<file path="src/rtl/apb_spi_master_mcs_if.sv">
// APB slave port bundle for apb_spi_master_mcs.
interface apb_spi_master_mcs_if;
  logic [31:0] PADDR;
  logic        PWRITE;
  logic        PSEL;
  logic        PENABLE;
  logic [31:0] PWDATA;
  logic [31:0] PRDATA;
  logic        PREADY;
  logic        PSLVERR;

  modport master (
    output PADDR, PWRITE, PSEL, PENABLE, PWDATA,
    input  PRDATA, PREADY, PSLVERR
  );

  modport slave (
    input  PADDR, PWRITE, PSEL, PENABLE, PWDATA,
    output PRDATA, PREADY, PSLVERR
  );
endinterface

</file>
<file path="src/rtl/apb_spi_master_mcs.sv">
// APB-attached SPI master: configurable frame width, multiple chip selects,
// all four CPOL/CPHA modes, LSB/MSB-first, SCK divider, TX/RX FIFOs, irq.
module apb_spi_master_mcs #(
  parameter int DATA_W       = 8,
  parameter int NUM_CS       = 4,
  parameter int FIFO_DEPTH   = 4,
  parameter int FIFO_DEPTH_W = 2
) (
  input  logic                PCLK,
  input  logic                PRST,
  apb_spi_master_mcs_if.slave apb,
  output logic                sck,
  output logic                mosi,
  input  logic                miso,
  output logic [NUM_CS-1:0]   nss,
  output logic                irq
);
  localparam int PW = FIFO_DEPTH_W + 1;
  localparam logic [6:0] NUM_EDGES = 7'(2 * DATA_W);

  typedef enum logic [2:0] {IDLE, LEAD, SHIFT, TRAIL, GAP} state_t;
  state_t state_reg, state_next;

  // Control/status registers
  logic [18:0] ctrl_reg;
  logic        rx_ovf_reg;
  logic        ctrl_en, ctrl_cpol, ctrl_cpha, ctrl_lsb, ctrl_rxie, ctrl_txie;
  logic [7:0]  ctrl_div;
  logic [2:0]  ctrl_cs;

  assign ctrl_en   = ctrl_reg[0];
  assign ctrl_cpol = ctrl_reg[1];
  assign ctrl_cpha = ctrl_reg[2];
  assign ctrl_lsb  = ctrl_reg[3];
  assign ctrl_rxie = ctrl_reg[4];
  assign ctrl_txie = ctrl_reg[5];
  assign ctrl_div  = ctrl_reg[15:8];
  assign ctrl_cs   = ctrl_reg[18:16];

  // FIFO storage and pointers (extra MSB distinguishes full from empty)
  logic [DATA_W-1:0] tx_mem [FIFO_DEPTH];
  logic [DATA_W-1:0] rx_mem [FIFO_DEPTH];
  logic [PW-1:0]     tx_wr_reg, tx_rd_reg, rx_wr_reg, rx_rd_reg;
  logic [PW-1:0]     tx_level, rx_level;
  logic              tx_full, tx_empty, rx_full, rx_empty;
  logic [DATA_W-1:0] tx_head, rx_head;

  // Shift engine
  logic [7:0]        cnt_reg, div_reg;
  logic [6:0]        edge_reg;
  logic              cpol_lat_reg, cpha_lat_reg, lsb_lat_reg;
  logic              sck_reg, mosi_reg;
  logic [NUM_CS-1:0] nss_reg, nss_dec;
  logic [DATA_W-1:0] tx_sh_reg, rx_sh_reg, tx_shifted, rx_shifted;
  logic              half_done, load, toggle, rx_push;
  logic              leading, do_sample, do_shift, mosi_shifted;

  // APB decode strobes
  logic              access, err, ctrl_we, ovf_clr, tx_push, rx_pop, busy, rx_accept;
  logic [2:0]        addr;
  logic [31:0]       prdata;
  logic              unused_bits;

  assign unused_bits = ^{apb.PADDR[31:5], apb.PADDR[1:0], apb.PWDATA[31:19], apb.PWDATA[7:6]};

  assign tx_level = tx_wr_reg - tx_rd_reg;
  assign rx_level = rx_wr_reg - rx_rd_reg;
  assign tx_empty = (tx_wr_reg == tx_rd_reg);
  assign rx_empty = (rx_wr_reg == rx_rd_reg);
  assign tx_full  = (tx_wr_reg[PW-1] != tx_rd_reg[PW-1]) &&
                    (tx_wr_reg[PW-2:0] == tx_rd_reg[PW-2:0]);
  assign rx_full  = (rx_wr_reg[PW-1] != rx_rd_reg[PW-1]) &&
                    (rx_wr_reg[PW-2:0] == rx_rd_reg[PW-2:0]);
  assign tx_head  = tx_mem[tx_rd_reg[PW-2:0]];
  assign rx_head  = rx_mem[rx_rd_reg[PW-2:0]];
  assign busy     = (state_reg != IDLE);

  assign access = apb.PSEL & apb.PENABLE;
  assign addr   = apb.PADDR[4:2];

  // Chip-select decode; an out-of-range CS_SEL matches no output and leaves all high
  genvar gi;
  generate
    for (gi = 0; gi < NUM_CS; gi++) begin : g_cs
      assign nss_dec[gi] = (ctrl_cs != 3'(gi));
    end
  endgenerate

  // Register decode: read mux, error flag and side-effect strobes
  always_comb begin
    prdata  = '0;
    err     = 1'b0;
    ctrl_we = 1'b0;
    ovf_clr = 1'b0;
    tx_push = 1'b0;
    rx_pop  = 1'b0;
    if (access) begin
      case (addr)
        3'd0: begin
          if (apb.PWRITE) begin
            ctrl_we = 1'b1;
            err     = (32'(apb.PWDATA[18:16]) >= NUM_CS);
          end else begin
            prdata = 32'(ctrl_reg);
          end
        end
        3'd1: begin
          if (apb.PWRITE) begin
            ovf_clr = apb.PWDATA[5];
          end else begin
            prdata = {8'h00, 8'(rx_level), 8'(tx_level), 2'b00,
                      rx_ovf_reg, rx_empty, rx_full, tx_empty, tx_full, busy};
          end
        end
        3'd2: begin
          if (apb.PWRITE) begin
            // A full FIFO rejects the write even if the engine pops this cycle
            if (tx_full) err = 1'b1;
            else         tx_push = 1'b1;
          end else begin
            err = 1'b1;
          end
        end
        3'd3: begin
          if (apb.PWRITE) begin
            err = 1'b1;
          end else if (rx_empty) begin
            err = 1'b1;
          end else begin
            prdata = 32'(rx_head);
            rx_pop = 1'b1;
          end
        end
        default: err = 1'b1;
      endcase
    end
  end

  assign apb.PRDATA  = prdata;
  assign apb.PREADY  = 1'b1;
  assign apb.PSLVERR = err;

  // CTRL register and sticky RX overflow flag
  always_ff @(posedge PCLK or posedge PRST) begin
    if (PRST) begin
      ctrl_reg   <= '0;
      rx_ovf_reg <= 1'b0;
    end else begin
      if (ctrl_we) ctrl_reg <= {apb.PWDATA[18:8], 2'b00, apb.PWDATA[5:0]};
      if (ovf_clr) rx_ovf_reg <= 1'b0;
      if (rx_push && rx_full && !rx_pop) rx_ovf_reg <= 1'b1;
    end
  end

  // TX FIFO pointers: APB pushes, engine pops at frame start
  always_ff @(posedge PCLK or posedge PRST) begin
    if (PRST) begin
      tx_wr_reg <= '0;
      tx_rd_reg <= '0;
    end else begin
      if (tx_push) tx_wr_reg <= tx_wr_reg + 1'b1;
      if (load)    tx_rd_reg <= tx_rd_reg + 1'b1;
    end
  end

  // TX FIFO storage
  always_ff @(posedge PCLK) begin
    if (tx_push) tx_mem[tx_wr_reg[PW-2:0]] <= apb.PWDATA[DATA_W-1:0];
  end

  // RX FIFO: a same-cycle APB pop frees the slot for the engine push
  assign rx_accept = rx_push & (~rx_full | rx_pop);

  // RX FIFO pointers
  always_ff @(posedge PCLK or posedge PRST) begin
    if (PRST) begin
      rx_wr_reg <= '0;
      rx_rd_reg <= '0;
    end else begin
      if (rx_accept) rx_wr_reg <= rx_wr_reg + 1'b1;
      if (rx_pop)    rx_rd_reg <= rx_rd_reg + 1'b1;
    end
  end

  // RX FIFO storage
  always_ff @(posedge PCLK) begin
    if (rx_accept) rx_mem[rx_wr_reg[PW-2:0]] <= rx_sh_reg;
  end

  // FSM state register
  always_ff @(posedge PCLK or posedge PRST) begin
    if (PRST) state_reg <= IDLE;
    else      state_reg <= state_next;
  end

  assign half_done = (cnt_reg == div_reg);

  // FSM next state; toggle marks an sck edge whose index is edge_reg
  always_comb begin
    state_next = state_reg;
    load       = 1'b0;
    toggle     = 1'b0;
    rx_push    = 1'b0;
    case (state_reg)
      IDLE: begin
        if (ctrl_en && !tx_empty) begin
          state_next = LEAD;
          load       = 1'b1;
        end
      end
      LEAD: begin
        if (half_done) begin
          state_next = SHIFT;
          toggle     = 1'b1;
        end
      end
      SHIFT: begin
        if (half_done) begin
          if (edge_reg == NUM_EDGES) state_next = TRAIL;
          else                       toggle     = 1'b1;
        end
      end
      TRAIL: begin
        if (half_done) begin
          state_next = GAP;
          rx_push    = 1'b1;
        end
      end
      GAP: begin
        if (half_done) state_next = IDLE;
      end
      default: state_next = IDLE;
    endcase
  end

  // Even edge index = leading edge. With CPHA=1 the first bit is already on
  // mosi from frame start, so the first leading edge does not shift.
  assign leading   = ~edge_reg[0];
  assign do_sample = toggle & (leading ^ cpha_lat_reg);
  assign do_shift  = toggle & (cpha_lat_reg ? (leading & (edge_reg != '0)) : ~leading);

  assign tx_shifted   = lsb_lat_reg ? (tx_sh_reg >> 1) : (tx_sh_reg << 1);
  assign mosi_shifted = lsb_lat_reg ? tx_shifted[0] : tx_shifted[DATA_W-1];
  assign rx_shifted   = lsb_lat_reg ? ((rx_sh_reg >> 1) | (DATA_W'(miso) << (DATA_W - 1)))
                                    : ((rx_sh_reg << 1) | DATA_W'(miso));

  // Shift engine: half-period timer, sck/mosi/nss generation and RX capture
  always_ff @(posedge PCLK or posedge PRST) begin
    if (PRST) begin
      cnt_reg      <= '0;
      div_reg      <= '0;
      edge_reg     <= '0;
      cpol_lat_reg <= 1'b0;
      cpha_lat_reg <= 1'b0;
      lsb_lat_reg  <= 1'b0;
      sck_reg      <= 1'b0;
      mosi_reg     <= 1'b0;
      nss_reg      <= '1;
      tx_sh_reg    <= '0;
      rx_sh_reg    <= '0;
    end else begin
      cnt_reg <= ((state_reg == IDLE) || half_done) ? 8'd0 : cnt_reg + 8'd1;
      if (load) begin
        cpol_lat_reg <= ctrl_cpol;
        cpha_lat_reg <= ctrl_cpha;
        lsb_lat_reg  <= ctrl_lsb;
        div_reg      <= ctrl_div;
        nss_reg      <= nss_dec;
        sck_reg      <= ctrl_cpol;
        tx_sh_reg    <= tx_head;
        mosi_reg     <= ctrl_lsb ? tx_head[0] : tx_head[DATA_W-1];
        rx_sh_reg    <= '0;
        edge_reg     <= '0;
      end else begin
        if (state_reg == IDLE) sck_reg <= ctrl_cpol;
        if (toggle) begin
          sck_reg  <= ~sck_reg;
          edge_reg <= edge_reg + 7'd1;
        end
        if (do_shift) begin
          tx_sh_reg <= tx_shifted;
          mosi_reg  <= mosi_shifted;
        end
        if (do_sample) rx_sh_reg <= rx_shifted;
        if (rx_push)   nss_reg   <= '1;
      end
    end
  end

  assign sck  = sck_reg;
  assign mosi = mosi_reg;
  assign nss  = nss_reg;
  assign irq  = (ctrl_rxie & ~rx_empty) | (ctrl_txie & tx_empty) | rx_ovf_reg;
endmodule

</file>
<file path="src/flat_wrapper.sv">
// flat-port wrapper written by rule: the top's interface ports become plain ports
module apb_spi_master_mcs_flat 
#(
  parameter int DATA_W       = 8,
  parameter int NUM_CS       = 4,
  parameter int FIFO_DEPTH   = 4,
  parameter int FIFO_DEPTH_W = 2
)
  (PCLK, PRST, sck, mosi, miso, nss, irq, apb_PADDR, apb_PWRITE, apb_PSEL, apb_PENABLE, apb_PWDATA, apb_PRDATA, apb_PREADY, apb_PSLVERR);
  apb_spi_master_mcs_if apb_i ();
  input  logic PCLK;
  input  logic PRST;
  output logic sck;
  output logic mosi;
  input  logic miso;
  output logic [NUM_CS-1:0] nss;
  output logic irq;
  input wire logic [$bits(apb_i.PADDR)-1:0] apb_PADDR;
  input wire logic [$bits(apb_i.PWRITE)-1:0] apb_PWRITE;
  input wire logic [$bits(apb_i.PSEL)-1:0] apb_PSEL;
  input wire logic [$bits(apb_i.PENABLE)-1:0] apb_PENABLE;
  input wire logic [$bits(apb_i.PWDATA)-1:0] apb_PWDATA;
  output wire logic [$bits(apb_i.PRDATA)-1:0] apb_PRDATA;
  output wire logic [$bits(apb_i.PREADY)-1:0] apb_PREADY;
  output wire logic [$bits(apb_i.PSLVERR)-1:0] apb_PSLVERR;
  assign apb_i.PADDR = apb_PADDR;
  assign apb_i.PWRITE = apb_PWRITE;
  assign apb_i.PSEL = apb_PSEL;
  assign apb_i.PENABLE = apb_PENABLE;
  assign apb_i.PWDATA = apb_PWDATA;
  assign apb_PRDATA = apb_i.PRDATA;
  assign apb_PREADY = apb_i.PREADY;
  assign apb_PSLVERR = apb_i.PSLVERR;
  apb_spi_master_mcs #(.DATA_W(DATA_W), .NUM_CS(NUM_CS), .FIFO_DEPTH(FIFO_DEPTH), .FIFO_DEPTH_W(FIFO_DEPTH_W)) u_core (.PCLK(PCLK), .PRST(PRST), .apb(apb_i), .sck(sck), .mosi(mosi), .miso(miso), .nss(nss), .irq(irq));
endmodule
</file>
<file path="config.mk">
export PLATFORM = sky130hd
export DESIGN_NAME = apb_spi_master_mcs_flat
export DESIGN_NICKNAME = d
export VERILOG_FILES = /design/src/rtl/apb_spi_master_mcs_if.sv /design/src/rtl/apb_spi_master_mcs.sv /design/src/flat_wrapper.sv
export SDC_FILE = /design/constraint.sdc
export NUM_CORES = 1
export LEC_CHECK = 0
export ABC_AREA = 1
export BUFFER_PORTS_ARGS = -buffer_cell sky130_fd_sc_hd__buf_2
export CORE_MARGIN = 2
export CORE_UTILIZATION = 52
export DETAILED_ROUTE_END_ITERATION = 10
export PLACE_DENSITY = 0.76
export SYNTH_ARGS = -nofsm -noshare
export SYNTH_HDL_FRONTEND = slang
export SYNTH_SLANG_ARGS = --single-unit
</file>
<file path="constraint.sdc">
create_clock -name PCLK -period 3.45 [get_ports PCLK]
set_clock_uncertainty 0.05 [all_clocks]
set_input_delay 0.5175 -clock PCLK [delete_from_list [all_inputs] [get_ports PCLK]]
set_output_delay 0.5175 -clock PCLK [all_outputs]
set_load 0.1 [all_outputs]
</file>
# Word level (Yosys, flattened, before mapping)

Memory sizes are Yosys's and may differ from the RTL's.
Index checks and enable logic that the tools add are counted.

Output and inout bits: 41
Memory bits (writable): 64
Register bits: 80
Input bits: 70
Memories: 2
Word-level logic and storage cells: 155

Eq/ne operators: 24
$lt $le $gt $ge: 1
Bitwise operators: 17
Add/sub/neg operators: 8
Mux-type cells: 66
Reductions and logical operators: 20

Memories:

| name          | depth | bits a word | rd ports | clocked after memory_dff | write ports | line                     | source |
|---|---|---|---|---|---|---|---|
| u_core.rx_mem | 4     | 8           | 1        | 0                        | 1           | apb_spi_master_mcs.sv:42 | `logic [DATA_W-1:0] rx_mem [FIFO_DEPTH];` |
| u_core.tx_mem | 4     | 8           | 1        | 0                        | 1           | apb_spi_master_mcs.sv:41 | `logic [DATA_W-1:0] tx_mem [FIFO_DEPTH];` |

Operators with widths:

| operator                                                              | count |
|---|---|
| 32-bit one-hot mux with 3 select lines                                | 1 |
| 32-bit 2-to-1 mux                                                     | 2 |
| 8-bit 2-to-1 mux                                                      | 8 |
| 1-bit 2-to-1 mux                                                      | 40 |
| 19-bit 2-to-1 mux                                                     | 2 |
| 3-bit 2-to-1 mux                                                      | 6 |
| 3-bit one-hot mux with 5 select lines                                 | 1 |
| 7-bit 2-to-1 mux                                                      | 2 |
| 3-bit by 1-bit adder with 3-bit output, second input constant         | 4 |
| 3-bit by 2-bit equality test with 1-bit output, second input constant | 4 |
| 2-bit by 1-bit != test with 1-bit output, second input constant       | 6 |
| 2-bit nonzero test                                                    | 5 |
| 3-bit nonzero test                                                    | 3 |
| 8-bit by 1-bit adder with 8-bit output, second input constant         | 1 |
| 8-bit equality test                                                   | 1 |
| 4-bit 2-to-1 mux                                                      | 2 |
| 7-bit by 8-bit bitwise OR with 8-bit output                           | 1 |
| 8-bit by 1-bit bitwise OR with 8-bit output                           | 1 |
| 7-bit by 1-bit adder with 7-bit output, second input constant         | 1 |
| 1-bit AND                                                             | 7 |
| 7-bit by 5-bit equality test with 1-bit output, second input constant | 1 |
| 7-bit nonzero test                                                    | 1 |
| 3-bit by 1-bit equality test with 1-bit output, second input constant | 2 |
| 3-bit equality test                                                   | 2 |
| 17 further kinds                                                      | 32 |

# Longest topological paths before layout

Depth after elaboration: 9
Mapped depth: 14
Gate-level depth less buffers: 13

# Worst setup path before layout

No wires, ideal clock.

Kind: register to output
Start: register u_core.rx_rd_reg[1]
End: output port apb_PRDATA[6]
Arrival: 3.898 ns
Stages on the path, launching flop included: 10
Required time: 2.882 ns
Path buffers: 2
Setup slack: -1.015 ns
Cell sequence: dfrtp_1 clkbuf_1 clkinv_1 ha_1 nand2_1 inv_1 nand2_1 nand4_1 buf_2 a221oi_1

Cells in the longest elaborated chain, start to end: 5
Elaborated cells on any way between the ends: 6
Classes of those cells: eq/ne: 1; mux: 4; memory: 1

Ends and longest elaborated chain:

| item                                                           | line                      | source |
|---|---|---|
| start: declaration                                             | apb_spi_master_mcs.sv:43  | `logic [PW-1:0] tx_wr_reg, tx_rd_reg, rx_wr_reg, rx_rd_reg;` |
| start signal: assignment                                       | apb_spi_master_mcs.sv:181 | `if (rx_pop) rx_rd_reg <= rx_rd_reg + 1'b1;` |
| memory 4 x 8 bit / 3-bit equality test (equally long branches) | n/a                       |  |
| 8-bit 2-to-1 mux *                                             | apb_spi_master_mcs.sv:127 | `end else if (rx_empty) begin` |
| 32-bit 2-to-1 mux *                                            | apb_spi_master_mcs.sv:125 | `if (apb.PWRITE) begin` |
| 32-bit one-hot mux with 3 select lines *                       | apb_spi_master_mcs.sv:98  | `case (addr)` |
| 32-bit 2-to-1 mux *                                            | apb_spi_master_mcs.sv:97  | `if (access) begin` |
| end: declaration                                               | flat_wrapper.sv:23        | `output wire logic [$bits(apb_i.PRDATA)-1:0] apb_PRDATA;` |

Mark *: on every way between the ends. The rest lies on a longest branch, timed or not.

# Worst setup path after layout

Same ends and word-level chain as after synthesis.

==> impl_metrics.tcl <==
set metrics [dict create \
    status "finished clean" \
    setup_viol 0 \
    ys_top_cells_by_count "nand2_1 (160), inv_1 (80), dfrtp_1 (76)" \
    cts_resized 0 \
    initial_utilization_pct 53.6 \
    synth_edf_count 64 \
    vias_per_cell 5.40 \
    dp_cells 981 \
    post_cts_buffers 0 \
    startpoint_type "register" \
    drc 0 \
    grt_max_degree 56 \
    ys_ff_latch 144 \
    p_leak_uw 0.00372 \
    grt_pass1_wl_mm 25.9 \
    track_usage_pct 23.0 \
    path_class "register to output port" \
    irDropWorstVdd_uv 703 \
    p_per_area_nw_per_um2 784 \
    worst_ep_required_time_ns 2.88 \
    fin_crit_sh_pct 92.7 \
    synth_cell_types 45 \
    rows 42 \
    layout-drive-gt1-share_pct 16.1 \
    setup_slack_ns 0.251 \
    clkSinkCount 144 \
    diodes 0 \
    vias 5468 \
    ys_warn_count 0 \
    overflow 0 \
    syn-cell-area_um2 7130 \
    worst_path_most_repeated_cell "nand2_1" \
    arrival_ns 2.63 \
    syn_avg_cell_area_um2 9.37 \
    antenna_left 0 \
    critPathMaxStageDelay_ns 0.55 \
    antenna_found_initial 0 \
    place_area_um2 7710 \
    fp.dieH_um 121 \
    min_path_type "primary input to asynchronous set/reset pin" \
    gp_congestion 0.841 \
    drt_first_pass_iters 6 \
    setup_tns_ns 0 \
    syn_to_final_growth_pct 16.5 \
    fmax_ghz 0.313 \
    grt_pass1_vias 5359 \
    slew_headroom_pct 37.0 \
    min_period_ns 3.20 \
    io_pins 111 \
    postCtsHoldBufs 0 \
    worstPathMaxFanout 13 \
    critPathCaptureType "output port" \
    netlist.area_leader.share_pct 27.0 \
    drtIter0Drc 479 \
    hold_violations 0 \
    die_x_um 121 \
    drv_cap 0 \
    holdWs_ns 0.225 \
    synth_top_area_cell "edfxtp_1" \
    dp_hpwl_mm 10.4 \
    cts_tree "done" \
    critPathBufInv 4 \
    clk_pin_slew_ns 0.05 \
    core_um2 13300 \
    ctsRootBufferMaster "clkbuf_16" \
    wirelength_mm 15.4 \
    cts_buffers 17 \
    ys_seq_area_share_pct 55.1 \
    slew_viol_final 0 \
    instances_no_fill 1013 \
    wl_per_cell_um 15.2 \
    worstSkewPairLatency_ns 0.42 \
    cts_buffer_depth 2 \
    synthCells 761 \
    die_area_um2 14700 \
    cpLargestDelayFamily "buffers and inverters" \
    nNetsFinal 913 \
    h-tree-depth 4 \
    synthTopCellsByArea "edfxtp_1 (27%), dfrtp_1 (27%), nand2_1 (8.4%)" \
    slowest_stage "dfrtp_1" \
    rsz0062_at_grt "false" \
    tightest_slew_ns 0.943 \
    yosysMostFrequentCell "nand2_1" \
    pre_cts_slack_ns 0.694 \
    final_cell_area_um2 8310 \
    crit_chain "clkinv_1, ha_1, nand2_1, inv_1, nand2_1, nand4_1, buf_4, a221oi_2, buf_12" \
    port_buffers 54 \
    synthFlopType "dfrtp_1" \
    synth-async-reset-ratio_pct 55.6 \
]
## cells in the final DEF, fill, tap and decap left out, types with 10 or more instances in the layout
| master | count |
|---|---|
| buf_2 | 46 |
| edfxtp_1 | 64 |
| conb_1 | 14 |
| buf_4 | 15 |
| nor2_1 | 62 |
| inv_1 | 79 |
| ha_1 | 17 |
| xor2_1 | 10 |
| xnor2_1 | 10 |
| dfrtp_1 | 76 |
| nand2_1 | 160 |
| nand3_1 | 55 |
| o22ai_1 | 19 |
| a21oi_1 | 13 |
| o21ai_0 | 71 |
| clkbuf_16 | 17 |
| nor3_1 | 11 |
## through the flow
step / util [%] / total power [µW]
after floorplan: - / 4190
after global placement: 58.0 / 4570
after detailed placement: 58.0 / 4630
after CTS: 62.5 / 6540
after global routing: 62.5 / 6920
final: 62.5 / 6510
## logic make-up (layout without fill, tap and decap cells)
logic type,count (synthesis),count (layout),synth area share [%]
AND/OR/NAND/NOR,319,319,19.8
flip-flops,144,144,55.1
buffers and inverters,126,190,8.27
AO/OA/AOI/OAI,124,124,9.60
XOR/XNOR,21,21,2.69
adder cells (fa/ha/maj),19,19,3.55
multiplexers,6,6,0.860
other,2,14,0.105
## cell type report
cell class	instances	area (µm²)
Clock inverter	9	140
Timing Repair Buffer	69	503
Sequential cell	144	3930
Fill cell	1050	4990
Multi-Input combinational cell	503	2710
Clock buffer	23	458
Inverter	89	343
Tap cell	176	220
## power breakdown
| group | switching, µW | internal [µW] |
|---|---|---|
| Clock | 656 | 1220 |
| Sequential | 327 | 2100 |
| Combinational | 1570 | 644 |
## final timing paths
check | startpoint | end | slack, ns | cells past startpoint
max in group asynchronous | PRST | u_core.tx_sh_reg[3] | 2.37 | 3
min in group PCLK | apb_PWDATA[9] | u_core.ctrl_reg[9] | 0.26 | 3
worst max register to register | u_core.rx_rd_reg[1] | u_core.rx_mem[3][6] | 0.75 | 10
worst max-delay path | u_core.rx_rd_reg[1] | apb_PRDATA[6] | 0.25 | 9
worst min register to register | u_core.ctrl_reg[8] | u_core.div_reg[0] | 0.45 | 2
worst min-delay path | PRST | u_core.rx_rd_reg[2] | 0.23 | 2
## layer usage
| metal | vias to the layer above | routed length, µm | track usage, % |
|---|---|---|---|
| li1 | 2636 | - | - |
| met1 | 2662 | 6860 | 29.5 |
| met2 | 146 | 7650 | 38.0 |
| met3 | 24 | 693 | 6.11 |
| met4 | 0 | 248 | 7.34 |
| met5 | - | 0 | 0 |
Note: power is estimated with default switching activity, not from simulation.
